<file path="config.mk">
export PLATFORM = sky130hd
export DESIGN_NAME = day10_solver_scheduler
export DESIGN_NICKNAME = d
export VERILOG_FILES = /design/src/rtl/day10_sched_pkg.sv /design/src/rtl/day10_rr_ptr.sv /design/src/rtl/day10_solver_scheduler.sv
export SDC_FILE = /design/constraint.sdc
export NUM_CORES = 1
export LEC_CHECK = 0
export ABC_AREA = 1
export BUFFER_PORTS_ARGS = -buffer_cell sky130_fd_sc_hd__clkbuf_2
export CAP_MARGIN = 10
export CORE_AREA = 4 4 143 145
export DETAILED_ROUTE_END_ITERATION = 16
export DIE_AREA = 0 0 147 149
export GPL_ROUTABILITY_DRIVEN = 0
export HOLD_SLACK_MARGIN = 0.02
export PLACE_DENSITY = 0.67
export SLEW_MARGIN = 40
export SYNTH_ARGS = -nofsm -noshare
export SYNTH_HDL_FRONTEND = slang
export SYNTH_SLANG_ARGS = --single-unit
</file>
<file path="constraint.sdc">
create_clock -name clk -period 3.7 [get_ports clk]
set_clock_uncertainty 0.2 [all_clocks]
set_input_delay 0 -clock clk [delete_from_list [all_inputs] [get_ports clk]]
set_output_delay 0 -clock clk [all_outputs]
set_load 0.01 [all_outputs]
</file>
<file path="src/rtl/day10_sched_pkg.sv">
// Shared types for the day-10 solver scheduler: FSM states, lane pointer width, job record.
package day10_sched_pkg;

    typedef enum logic [1:0] {RUN, FLUSH, DONE} sched_state_t;

    localparam int DEF_NUM_LIGHTS  = 10;
    localparam int DEF_NUM_BUTTONS = 13;
    localparam int DEF_PRESS_WIDTH = $clog2(DEF_NUM_BUTTONS + 1);

    typedef struct packed {
        logic [DEF_NUM_LIGHTS-1:0]                 target;
        logic [DEF_NUM_BUTTONS*DEF_NUM_LIGHTS-1:0] buttons;
        logic [DEF_PRESS_WIDTH-1:0]                num_buttons;
        logic                                      last;
    } job_t;

    // A single lane still needs a one-bit pointer.
    function automatic int lane_ptr_width(input int n);
        return (n > 1) ? $clog2(n) : 1;
    endfunction

endpackage

</file>
<file path="src/rtl/day10_rr_ptr.sv">
// Wrapping modulo-N lane pointer, advanced by inc.
// Latency: new value visible the cycle after inc.
// Backpressure: none; holds its value while inc is low.
module day10_rr_ptr #(
    parameter int N = 4,
    parameter int W = 2
) (
    input  logic         clk,
    input  logic         rst_n,
    input  logic         inc,
    output logic [W-1:0] ptr
);

    always_ff @(posedge clk or negedge rst_n) begin
        if (!rst_n) begin
            ptr <= '0;
        end else if (inc) begin
            ptr <= (ptr == W'(N - 1)) ? '0 : ptr + W'(1);
        end
    end

endmodule

</file>
<file path="src/rtl/day10_solver_scheduler.sv">
// Round-robin job dispatch to NUM_SOLVERS lanes, in-order result collection and total; DAY10_SCHED_SAT_EN saturates total.
// Latency: job accept -> solver_start same cycle; solver_done -> res_valid one cycle.
// Backpressure: res_ready low holds res_* and withholds acks; job_ready low while the next dispatch lane is busy.
module day10_solver_scheduler
    import day10_sched_pkg::*;
#(
    parameter int NUM_SOLVERS     = 4,
    parameter int MAX_NUM_LIGHTS  = DEF_NUM_LIGHTS,
    parameter int MAX_NUM_BUTTONS = DEF_NUM_BUTTONS,
    parameter int PRESS_WIDTH     = $clog2(MAX_NUM_BUTTONS + 1),
    parameter int SUM_WIDTH       = 32,
    parameter int IDX_WIDTH       = 16
) (
    input  logic                                      clk,
    input  logic                                      rst_n,
    input  logic                                      job_valid,
    output logic                                      job_ready,
    input  logic [MAX_NUM_LIGHTS-1:0]                 job_target,
    input  logic [MAX_NUM_BUTTONS*MAX_NUM_LIGHTS-1:0] job_buttons,
    input  logic [$clog2(MAX_NUM_BUTTONS+1)-1:0]      job_num_buttons,
    input  logic                                      job_last,
    output logic [NUM_SOLVERS-1:0]                    solver_start,
    output logic [MAX_NUM_LIGHTS-1:0]                 solver_target,
    output logic [MAX_NUM_BUTTONS*MAX_NUM_LIGHTS-1:0] solver_buttons,
    output logic [$clog2(MAX_NUM_BUTTONS+1)-1:0]      solver_num_buttons,
    input  logic [NUM_SOLVERS-1:0]                    solver_done,
    input  logic [NUM_SOLVERS*PRESS_WIDTH-1:0]        solver_presses,
    output logic [NUM_SOLVERS-1:0]                    solver_ack,
    output logic                                      res_valid,
    input  logic                                      res_ready,
    output logic [PRESS_WIDTH-1:0]                    res_presses,
    output logic [IDX_WIDTH-1:0]                      res_idx,
    output logic                                      total_valid,
    output logic [SUM_WIDTH-1:0]                      total,
    output logic                                      overflow
);

    localparam int LW = lane_ptr_width(NUM_SOLVERS);

    sched_state_t           state;
    logic [NUM_SOLVERS-1:0] lane_busy;
    logic [LW-1:0]          disp_ptr, col_ptr;
    logic [IDX_WIDTH-1:0]   disp_cnt, col_cnt, last_tag;
    logic                   res_last;
    logic                   accept, collect, out_free;
    logic [PRESS_WIDTH-1:0] lane_res [NUM_SOLVERS];
    logic [PRESS_WIDTH-1:0] col_res;
    logic [SUM_WIDTH-1:0]   total_next;

    for (genvar i = 0; i < NUM_SOLVERS; i++) begin : g_lane
        assign lane_res[i] = solver_presses[i*PRESS_WIDTH +: PRESS_WIDTH];
    end

    assign job_ready          = (state == RUN) && !lane_busy[disp_ptr];
    assign accept             = job_valid && job_ready;
    assign solver_start       = accept ? (NUM_SOLVERS'(1) << disp_ptr) : '0;
    assign solver_target      = job_target;
    assign solver_buttons     = job_buttons;
    assign solver_num_buttons = job_num_buttons;

    // Only the lane at col_ptr may be collected, which keeps results in job order.
    assign out_free   = !res_valid || res_ready;
    assign col_res    = lane_res[col_ptr];
    assign collect    = lane_busy[col_ptr] && solver_done[col_ptr] && out_free;
    assign solver_ack = collect ? (NUM_SOLVERS'(1) << col_ptr) : '0;

    day10_rr_ptr #(.N(NUM_SOLVERS), .W(LW)) u_disp_ptr (
        .clk   (clk),
        .rst_n (rst_n),
        .inc   (accept),
        .ptr   (disp_ptr)
    );

    day10_rr_ptr #(.N(NUM_SOLVERS), .W(LW)) u_col_ptr (
        .clk   (clk),
        .rst_n (rst_n),
        .inc   (collect),
        .ptr   (col_ptr)
    );

`ifdef DAY10_SCHED_SAT_EN
    logic [SUM_WIDTH:0] sum_ext;

    assign sum_ext    = {1'b0, total} + (SUM_WIDTH + 1)'(col_res);
    assign total_next = sum_ext[SUM_WIDTH] ? '1 : sum_ext[SUM_WIDTH-1:0];

    always_ff @(posedge clk or negedge rst_n) begin
        if (!rst_n) begin
            overflow <= 1'b0;
        end else if (collect && sum_ext[SUM_WIDTH]) begin
            overflow <= 1'b1;
        end
    end
`else
    assign total_next = total + SUM_WIDTH'(col_res);
    assign overflow   = 1'b0;
`endif

    always_ff @(posedge clk or negedge rst_n) begin
        if (!rst_n) begin
            state       <= RUN;
            lane_busy   <= '0;
            disp_cnt    <= '0;
            col_cnt     <= '0;
            last_tag    <= '0;
            res_valid   <= 1'b0;
            res_presses <= '0;
            res_idx     <= '0;
            res_last    <= 1'b0;
            total       <= '0;
            total_valid <= 1'b0;
        end else begin
            lane_busy <= (lane_busy | solver_start) & ~solver_ack;
            if (accept) begin
                disp_cnt <= disp_cnt + IDX_WIDTH'(1);
                if (job_last) begin
                    last_tag <= disp_cnt;
                end
            end
            if (collect) begin
                res_valid   <= 1'b1;
                res_presses <= col_res;
                res_idx     <= col_cnt;
                res_last    <= (state == FLUSH) && (col_cnt == last_tag);
                col_cnt     <= col_cnt + IDX_WIDTH'(1);
                total       <= total_next;
            end else if (res_ready) begin
                res_valid <= 1'b0;
            end
            case (state)
                RUN: begin
                    if (accept && job_last) begin
                        state <= FLUSH;
                    end
                end
                FLUSH: begin
                    if (res_valid && res_ready && res_last) begin
                        state       <= DONE;
                        total_valid <= 1'b1;
                    end
                end
                default: begin
                end
            endcase
        end
    end

endmodule

</file>
==> flow_metrics.tcl <==
set metrics [dict create \
    drive_above_1_share_pct 14.6 \
    combPwrFrac_pct 35.2 \
    max_slew_margin_pct 54.4 \
    p_sw_mw 1.84 \
    globalRouteMet2Util_pct 28.2 \
    irDropWorstVdd_mv 0.313 \
    routed_wl_microns 19200 \
    placed_cells 1169 \
    status "complete, no violations" \
    critPathKind "reg -> reg" \
    ant_nets 0 \
    ff_latch_area_sq_um 2830 \
    ys_ff_latch 113 \
    initial_utilization_pct 38.7 \
    path_delay_family "buffers and inverters" \
    cts_htree_levels 4 \
    mostFrequentLayoutCells "293 x nand2_1, 158 x dlygate4sd3_1, 113 x dfrtp_1" \
    via_per_inst 4.63 \
    synthesis.nets 1162 \
    seq_power_share_pct 35.0 \
    p_leak_nw 4.37 \
    syn_area_per_cell_sq_um 7.59 \
    final_max_slew_viol_count 0 \
    vias 6284 \
    worst_pin_slew_ns 0.682 \
    diodes 0 \
    setup_tns_ns 0 \
    worst_ep_required_time_ns 3.76 \
    cts_tree "done" \
    cts_root_buf "clkbuf_16" \
    p_per_area_nw_per_um2 536 \
    fill_cells 1806 \
    cp.arrival_ns 3.46 \
    grt_use_total_pct 16.9 \
    cts_num_sinks 113 \
    cpPeakStageDelay_ns 0.58 \
    maxCapViolCount 0 \
    grt_pass1_vias 6015 \
    crit_path_max_fanout 14 \
    synth_top_area_share_pct 38.1 \
    hold_path_class "in -> reg" \
    die_h_microns 149 \
    fmax_mhz 295 \
    instances_no_fill 1357 \
    final_common_cell "nand2_1" \
    place_hpwl_microns 12400 \
    use_met3_pct 4.16 \
    switching_share_pct 37.6 \
    grt_setup_unrepaired "false" \
    busiest_layer "met2" \
    area_growth_pct 22.6 \
    post_cts_buffers 0 \
    timing.rr.start "u_col_ptr.ptr[0]" \
    ys_top_cells_by_area "dfrtp_1 38%, buf_4 15%, nand2_1 15%" \
    wire_per_inst_microns 14.1 \
    multiInputGateArea_sq_um 3020 \
    antenna_found_initial 0 \
    yosysWarnings 0 \
    cts_made_buffers 17 \
    p_int_mw 3.05 \
    fin_nets 1265 \
    worstSkewPairLatency_ns 0.41 \
    final_hold_viol_count 0 \
    hp-start "solver_done[3]" \
    clkTransAtPathRegs_ns 0.05 \
    first_iter_violations 305 \
    yosysTopAreaCell "dfrtp_1" \
    drc_errors 0 \
    first_pass_iters 5 \
    startpoint "u_col_ptr.ptr[0]" \
    startpoint_type "flip-flop" \
    grt_max_degree 62 \
    io_pins 377 \
    placed_cell_area_sq_um 7000 \
    use_met1_pct 21.8 \
    path_buf_inv 2 \
    crit_top_cell "nand2_1" \
    setup_violations 0 \
    io_buffer_count 87 \
    fin_crit_ns 3.40 \
    cts_buffer_depth 2 \
    crit_chain "inv_1 > o21ai_0 > o22ai_1 > dlygate4sd3_1 > ha_1 > fa_1 > nand2_1 > nand2_1 > nand2_1 > nor2_1 > nand4_1 > nand2_1 > nand2_1 > o21ai_0" \
    slowest_stage "dlygate4sd3_1" \
    die_w_microns 147 \
    rows 51 \
    fin_util_pct 47.4 \
    synth_cell_types 35 \
    stdcell_area_sq_um 9110 \
    syn_inst 978 \
    syn-cell-area_sq_um 7430 \
    setup.worst_path.end_class "flip-flop" \
    ys_seq_area_share_pct 38.1 \
    grt_pass1_wl_microns 29900 \
    die_area_sq_um 21900 \
    overflow 0 \
    power_mw 4.88 \
    coreArea_sq_um 19200 \
    clkPwrFrac_pct 29.8 \
    fin_crit_sh_pct 91.8 \
]
## Yosys cell counts, drive strengths merged
master / n
a21oi: 6
conb: 1
or2: 3
xor2: 27
o21ai: 72
inv: 91
nand3: 44
o22ai: 4
a21boi: 1
nand3b: 6
nor4: 1
nand4: 15
dfrtp: 113
nor3: 12
and3: 1
clkbuf: 2
ha: 14
xnor2: 13
nand2: 295
and2: 2
buf: 164
nor2: 90
fa: 1
## kinds of logic (layout without fill, tap and decap cells)
logic type	count (synthesis)	in the layout	share of synthesized area (%)
other	1	1	0.0505
DFF	113	113	38.1
AOI/OAI and AO/OA	83	83	6.50
adders and majority gates	15	15	2.63
xor gates and xnor gates	40	40	4.72
and+or+nand+nor	469	469	26.8
buffers and inverters	257	371	21.2
## worst register-to-register path, cell delays in order (launching register included)
cell and delay (ns):
dfrtp_1 0.57, inv_1 0.28, o21ai_0 0.21, o22ai_1 0.08, dlygate4sd3_1 0.58, ha_1 0.24, fa_1 0.41, nand2_1 0.11
nand2_1 0.09, nand2_1 0.11, nor2_1 0.09, nand4_1 0.08, nand2_1 0.06, nand2_1 0.06, o21ai_0 0.07
## path summary, 6_finish.rpt
path	endpoint	slack, ns	cells after the start
setup reg to reg	total[16]	0.30	14
min in group asynchronous	total[26]	0.46	3
setup / recovery	total[16]	0.30	14
hold / removal	total[0]	0.07	7
hold reg to reg	col_cnt[15]	0.27	2
max in group asynchronous	last_tag[10]	2.04	4
## through the flow
stage                     setup WS, ns  hold slack [ns]
after global placement           0.920           -0.200
after detailed placement         0.817           -0.200
after CTS                        0.343           0.0377
final                            0.305           0.0748
after global routing            0.0207            0.112
after floorplan                   1.18           -0.496
## what timing repair did
item	4_1_cts	5_1_grt
hold buffers	157	1
resized for setup	0	0
endpoints found under the hold margin	247	59
## per-layer routing
metal,wire [microns],part of all wire [%],vias up
met4,390,2.0,0
li1,-,-,3125
met2,9480,49,220
met1,8250,43,2906
met5,0,0,-
met3,1060,5.5,33
## area by class of cell
class | instances | share of cell area, %
Timing Repair Buffer | 250 | 22.6
Clock inverter | 7 | 0.385
Clock buffer | 23 | 5.36
Tap cell | 265 | 3.64
Sequential cell | 113 | 31.0
Inverter | 91 | 3.75
Multi-Input combinational cell | 608 | 33.2
## sequential cells by signal, indices dropped and copies added, names as in the netlist, 2 cells and up
| name | cells |
|---|---|
| res_presses | 4 |
| res_idx | 16 |
| lane_busy | 4 |
| state | 2 |
| u_col_ptr.ptr | 2 |
| total | 32 |
| u_disp_ptr.ptr | 2 |
| col_cnt | 16 |
| disp_cnt | 16 |
| last_tag | 16 |
## power groups by stage
stage / Sequential [mW] / Clock [mW] / Combinational [mW]
5_1_grt: 1.75 / 1.54 / 1.94
3_3_place_gp: 1.72 / 0 / 1.45
6_report: 1.71 / 1.45 / 1.72
4_1_cts: 1.71 / 1.48 / 1.72
3_5_place_dp: 1.73 / 0 / 1.48
2_1_floorplan: 1.72 / 0 / 1.20
No activity file was read; power rests on OpenSTA's default activity.
